===== src/rtl/piso_pkg.sv =====
// Shared types for the PISO serializer: FSM state encoding and the
// bit-counter width derivation used by the top level.
package piso_pkg;

   // PARITY is only reachable when the design is built with PISO_PARITY_EN.
   typedef enum logic [1:0] {
      IDLE   = 2'd0,
      SHIFT  = 2'd1,
      PARITY = 2'd2
   } state_t;

   // Smallest counter width able to index WIDTH bits (equivalent to $clog2, minimum 1).
   function automatic int cnt_width(input int width);
      int w = 1;
      while ((1 << w) < width) w = w + 1;
      return w;
   endfunction

endpackage


===== src/rtl/piso_shift_reg.sv =====
// WIDTH-bit parallel-load, shift-left register. The msb output is the bit
// currently presented on the serial line; load has priority over shift.
module piso_shift_reg
   import piso_pkg::*;
#(
   parameter int WIDTH = 4
) (
   input  logic             clk,
   input  logic             rst,
   input  logic             load,
   input  logic             shift,
   input  logic [WIDTH-1:0] din,
   output logic             msb
);

   logic [WIDTH-1:0] sreg;

   // Capture a new word on load, otherwise move the next bit into the MSB position.
   always_ff @(posedge clk or posedge rst) begin
      if (rst)
         sreg <= '0;
      else if (load)
         sreg <= din;
      else if (shift)
         sreg <= {sreg[WIDTH-2:0], 1'b0};
   end

   assign msb = sreg[WIDTH-1];

endmodule


===== src/rtl/piso_serializer.sv =====
// Parallel-in, serial-out transmitter, MSB first, with a valid/ready word
// interface. Build option: define PISO_PARITY_EN to append an even-parity
// bit after each word (frame = WIDTH+1 cycles); without it a frame is WIDTH
// cycles. load_ready is also raised on the final bit of a frame so that
// consecutive words stream with no idle cycle between them.
module piso_serializer
   import piso_pkg::*;
#(
   parameter int WIDTH = 4,
   parameter int CNT_W = cnt_width(WIDTH)
) (
   input  logic             Clock,
   input  logic             Reset,
   input  logic [WIDTH-1:0] load_data,
   input  logic             load_valid,
   output logic             load_ready,
   output logic             q,
   output logic             q_valid,
   output logic             done
);

   state_t           state;
   state_t           state_nxt;
   logic [CNT_W-1:0] cnt;
   logic             accept;
   logic             last_data;
   logic             frame_end;
   logic             shift_msb;
   logic             parity_bit;

   assign accept    = load_valid & load_ready;
   assign last_data = (state == SHIFT) && (cnt == CNT_W'(WIDTH - 1));

`ifdef PISO_PARITY_EN
   assign frame_end = (state == PARITY);

   // Even parity of the accepted word, held until its parity cycle.
   always_ff @(posedge Clock or posedge Reset) begin
      if (Reset)
         parity_bit <= 1'b0;
      else if (accept)
         parity_bit <= ^load_data;
   end
`else
   assign frame_end  = last_data;
   assign parity_bit = 1'b0;
`endif

   piso_shift_reg #(
      .WIDTH (WIDTH)
   ) u_shift_reg (
      .clk   (Clock),
      .rst   (Reset),
      .load  (accept),
      .shift (state == SHIFT),
      .din   (load_data),
      .msb   (shift_msb)
   );

   // State register.
   always_ff @(posedge Clock or posedge Reset) begin
      if (Reset)
         state <= IDLE;
      else
         state <= state_nxt;
   end

   // Bit counter: restarts on every accepted word, stops at WIDTH-1.
   always_ff @(posedge Clock or posedge Reset) begin
      if (Reset)
         cnt <= '0;
      else if (accept || last_data)
         cnt <= '0;
      else if (state == SHIFT)
         cnt <= cnt + CNT_W'(1);
   end

   // Next-state logic; an accept on the frame's final cycle chains straight into SHIFT.
   always_comb begin
      state_nxt = state;
      case (state)
         IDLE: begin
            if (accept)
               state_nxt = SHIFT;
         end
         SHIFT: begin
            if (last_data) begin
`ifdef PISO_PARITY_EN
               state_nxt = PARITY;
`else
               state_nxt = accept ? SHIFT : IDLE;
`endif
            end
         end
`ifdef PISO_PARITY_EN
         PARITY: begin
            state_nxt = accept ? SHIFT : IDLE;
         end
`endif
         default: state_nxt = IDLE;
      endcase
   end

   // Output decode; everything is zero in IDLE except load_ready.
   always_comb begin
      q          = 1'b0;
      q_valid    = 1'b0;
      done       = frame_end;
      load_ready = (state == IDLE) | frame_end;
      case (state)
         SHIFT: begin
            q       = shift_msb;
            q_valid = 1'b1;
         end
         PARITY: begin
            q       = parity_bit;
            q_valid = 1'b1;
         end
         default: begin
            q       = 1'b0;
            q_valid = 1'b0;
         end
      endcase
   end

endmodule

===== config.mk =====
export PLATFORM = sky130hd
export DESIGN_NAME = piso_serializer
export DESIGN_NICKNAME = d
export VERILOG_FILES = /design/src/rtl/piso_pkg.sv /design/src/rtl/piso_shift_reg.sv /design/src/rtl/piso_serializer.sv
export SDC_FILE = /design/constraint.sdc
export NUM_CORES = 1
export LEC_CHECK = 0
export CAP_MARGIN = 10
export CORE_AREA = 4 4 41 43
export DETAILED_ROUTE_END_ITERATION = 10
export DIE_AREA = 0 0 45 47
export GPL_ROUTABILITY_DRIVEN = 0
export REMOVE_ABC_BUFFERS = 1
export SLEW_MARGIN = 25
export SYNTH_ARGS = -nofsm -noshare
export SYNTH_HDL_FRONTEND = slang
export SYNTH_SLANG_ARGS = --single-unit

===== constraint.sdc =====
create_clock -name Clock -period 1.25 [get_ports Clock]
set_clock_uncertainty 0.05 [all_clocks]
set_input_delay 0.1875 -clock Clock [delete_from_list [all_inputs] [get_ports Clock]]
set_output_delay 0.1875 -clock Clock [all_outputs]
set_load 0.05 [all_outputs]

### Word level (Yosys, flattened, before mapping)

Index checks and enable logic that the tools add are counted.

* $add $sub $neg: 1
* eq/ne operators: 5
* muxes and demuxes: 10
* bitwise logic cells: 2
* reductions and logical operators: 7

Operator list (count)
* $mux W2: 4
* $mux W4: 2
* $eq A2 B2 Y1 const B: 2
* $ne A2 B2 Y1 const B: 2
* $pmux W2 S2: 1
* $reduce_bool A2 Y1: 2
* $mux W1: 3
* $add A2 B1 Y2 const B: 1
* $eq A2 B1 Y1 const B: 1
* $logic_not A2 Y1: 1
* $reduce_and A2 Y1: 1
* $reduce_or A2 Y1: 1
* $and A1 B1 Y1: 1
* $logic_and A1 B1 Y1: 1
* $logic_or A1 B1 Y1: 1
* $or A1 B1 Y1: 1

* bits in registers: 8
* bits of input ports: 7
* logic and storage cells: 28

### Logic depth before layout (Yosys ltp)

* word-level depth: 7
* mapped depth: 4
* depth with buffers taken out: 4

### Cells and area by module

A second synthesis with hierarchy kept.

* cells, all modules: 32
* area, all modules: 329.1 um^2

Modules (own cells, without submodules)
* piso_shift_reg: instances 1, cells an instance 17, area each 175.2 um^2, seq. area each 100.1 um^2
* piso_serializer: instances 1, cells an instance 15, area each 153.9 um^2, seq. area each 75.1 um^2

### Least setup slack after synthesis

No wires, ideal clock.

* path type: register to register
* from: register state[0]
* to: register u_shift_reg.sreg[0]
* library setup time: 0.122 ns
* arrival time: 1.413 ns
* required time: 1.078 ns
* setup slack: -0.335 ns
* stages on the path, launching flop included: 3
* buffers on the path: 0
* path through: dfrtp_1 -> nand2b_2 -> a32o_1

* cells in the longest elaborated chain, start to end: 5
* elaborated cells on any way between the ends: 7
* classes of those cells: eq/ne: 1; mux: 1; bitwise: 2; reduce/logical: 3

RTL lines
* start: declaration: line piso_serializer.sv:22 `state_t state;`
* start signal: assignment: line piso_serializer.sv:65 `state <= state_nxt;`
* $eq A2 B1 Y1: line piso_serializer.sv:32 `assign last_data = (state == SHIFT) && (cnt == CNT_W'(WIDTH - 1));`
* $logic_and A1 B1 Y1: line piso_serializer.sv:32
* $or A1 B1 Y1 *: line piso_serializer.sv:109 `load_ready = (state == IDLE) | frame_end;`
* via load_ready: line piso_serializer.sv:16 `output logic load_ready,`
* $and A1 B1 Y1 *: line piso_serializer.sv:31 `assign accept = load_valid & load_ready;`
* $mux W4 / $reduce_bool A2 Y1 (equally long branches)
* end signal: assignment: line piso_shift_reg.sv:23 `sreg <= din;`
* end signal: assignment: line piso_shift_reg.sv:25 `sreg <= {sreg[WIDTH-2:0], 1'b0};`
* end: declaration: line piso_shift_reg.sv:16 `logic [WIDTH-1:0] sreg;`

The timed path passes the listed nets; every way through them passes the cells marked *.
A chain may end at the register's enable or synchronous reset.

### Final worst setup path

* from: register cnt[0]
* to: output done

* cells in the longest elaborated chain, start to end: 2

RTL lines
* start: declaration: line piso_serializer.sv:24 `logic [CNT_W-1:0] cnt;`
* start signal: assignment: line piso_serializer.sv:75 `cnt <= cnt + CNT_W'(1);`
* $eq A2 B2 Y1: line piso_serializer.sv:32
* $logic_and A1 B1 Y1: line piso_serializer.sv:32
* end: declaration: line piso_serializer.sv:19 `output logic done`

No other way between the ends.

==> results.toml <==
[logic_synthesis]
synthDistinctLibCells = 16
syn_area_per_cell_sq_um = 9.94
syn-cell-area_sq_um = 348
postSynthCellCount = 35
ys_warn_count = 0
yosysSeqAreaShare_pct = 50.4
synth_seq_cells = 7

[routing]
routedWlPerCell_um = 12.3
vias = 358
drtIter0Drc = 5
first_pass_iters = 2
wirelength_um = 911
vias_per_cell = 4.84
ant_nets = 0
post-route-drc-count = 0

[global_routing]
antenna_found_initial = 0
grt_pass1_vias = 335
grt_util_all_layers_pct = 10.5
top_usage_layer = "met2"
use_met3_pct = 3.45
grt_max_degree = 13
grt_pass1_wl_mm = 1.45
grt_use_met1_pct = 12.6
overflow = 0
use_met2_pct = 15.3

[critical_path]
cp_slowest_cell = "dfrtp_1"
cp-start-kind = "flop"
critical-path-max-stage-delay_ns = 0.38
endpoint_kind = "primary output"
critPathKind = "flop to primary output"
crit_family = "flip-flops"
critPathBufInv = 1
r2r_end = "u_shift_reg.sreg[0]"
path_cells = "ha_2 -> and2_4 -> buf_12"
r2r-start = "cnt[0]"
worstPathRequired_ns = 1.01
rr_worst_depth = 5
crit_arrival_ns = 1.15
rrSetupSlack_ns = -0.09
cp_max_fo = 3

[placement]
place_area_sq_um = 519
dp_hpwl_um = 555
portBuffers = 10
placedCellCount = 63

[outcome]
violations = "negative setup slack"
status = "finished, violations left"

[clock_tree]
clockBufferDepth = 2
cts-root-buf = "clkbuf_4"
clkTransAtPathRegs_ns = 0.06
numCtsBuffers = 3
htree_levels = 1
cts_sinks = 7
clock_latency_ns = 0.26
holdBufCountCts = 0
cts_tree = "built"

[hold_path]
hold_path_class = "input port to async pin"

[cells_and_area]
syn_to_final_growth_pct = 92.8
layout-drive-gt1-share_pct = 49.2
seqCellArea_sq_um = 176
fillerInstances = 124
final_area_sq_um = 671
nNetsFinal = 68
utilization_pct = 51.5
final_common_cell = "buf_4"
antenna_cells = 0
layout.cells.non_filler = 74
multiInputGateArea_sq_um = 213
layout_common_cells = "buf_4, dfrtp_1, clkdlybuf4s50_1"

[die]
pin_count = 11
dieArea_sq_um = 2120
start_util_pct = 26.7
die_height_um = 47
rows = 13
placeableCoreArea_sq_um = 1300
fp.dieW_um = 45

[timing]
worst_pin_slew_ns = 0.269
fin_crit_ns = 1.38
setup_violations = 9
slew_viol_final = 0
slew-limit-headroom_pct = 82.0
rsz0062_at_grt = "true"
holdWs_ns = 0.106
finalHoldViolations = 0
fin_ws_ns = -0.134
timing.fmax_mhz = 722
fin_crit_sh_pct = 111

[pwr]
finalPower_uw = 1840
ir_drop_uv = 1450
powerDensity_nw_per_um2 = 2740
p_leak_uw = 0.000300

[flow_run]
drv_cap = 0
==> sequential cells by signal, indices dropped and copies added (netlist names) <==
signal / count
u_shift_reg.sreg: 4
cnt: 2
state: 1
==> power breakdown <==
group,internal (uW),switching (uW)
registers,325,71.3
logic,681,546
clock network,122,91.6
==> what timing repair did <==
action / 4_1_cts / 5_1_grt
setup endpoints to repair: 4 / 10
resized for setup: 12 / 4
setup buffers: 3 / 4
pin swaps: 3 / 4
endpoints found under the hold margin: 0 / 0
==> how the worst max path moves through the flow <==
stage / from / endpoint / slack, ns / cells past startpoint
3_3_place_gp: load_valid / u_shift_reg.sreg[1] / -0.07 / 5
2_1_floorplan: state[0] / u_shift_reg.sreg[0] / -0.34 / 2
4_1_cts: cnt[1] / done / -0.13 / 3
5_1_grt: cnt[0] / done / -0.18 / 3
6_report: cnt[0] / done / -0.13 / 3
3_5_place_dp: load_valid / u_shift_reg.sreg[3] / -0.09 / 5
==> per-stage QoR <==
stage,setup TNS (ns),worst slack (ns)
floorplan,-1.57,-0.335
global placement,-0.214,-0.0741
detailed placement,-0.247,-0.0937
CTS,-0.293,-0.129
global route,-1.07,-0.177
finish,-0.579,-0.134
==> logic make-up after synthesis <==
logic type               count (synthesis)  share of synthesized area, %
buffers and inverters                    4                          4.67
flip-flops                               7                          50.4
AO/OA/AOI/OAI                           10                          21.6
adder cells (fa/ha/maj)                  1                          3.60
AND/OR/NAND/NOR                         13                          19.8
==> cell type report <==
| type | count | share of cell area (%) |
|---|---|---|
| clock buffer | 4 | 3.92 |
| inverter | 3 | 1.68 |
| multi-input combinational | 24 | 31.7 |
| tap | 15 | 2.80 |
| sequential | 7 | 26.3 |
| timing repair buffer | 21 | 33.6 |
==> worst register-to-register path, stage by stage, from the launching register on <==
cell      delay (ns)
dfrtp_1         0.38
ha_2            0.20
nand2b_4        0.15
buf_4           0.13
buf_6           0.11
a32o_1          0.20
==> per-layer routing <==
| metal | up-vias | routed length [um] |
|---|---|---|
| met4 | 0 | 22 |
| met1 | 171 | 389 |
| met5 | - | 0 |
| met2 | 12 | 435 |
| li1 | 173 | - |
| met3 | 2 | 64 |
==> cells in the mapped netlist <==
cell	number	area share (%)
and2_1	2	3.6
o21ai_1	1	1.4
nor2_1	4	4.3
o32ai_1	1	2.5
ha_1	1	3.6
a32o_1	1	2.9
nand2b_1	1	1.8
nor2b_1	3	5.4
a21bo_2	1	2.9
inv_1	3	3.2
nand2_1	2	2.2
dfrtp_1	7	50
a211oi_1	3	6.5
buf_2	1	1.4
o22ai_1	3	5.4
nand2b_2	1	2.5
No activity file was read; power rests on OpenSTA's default activity.
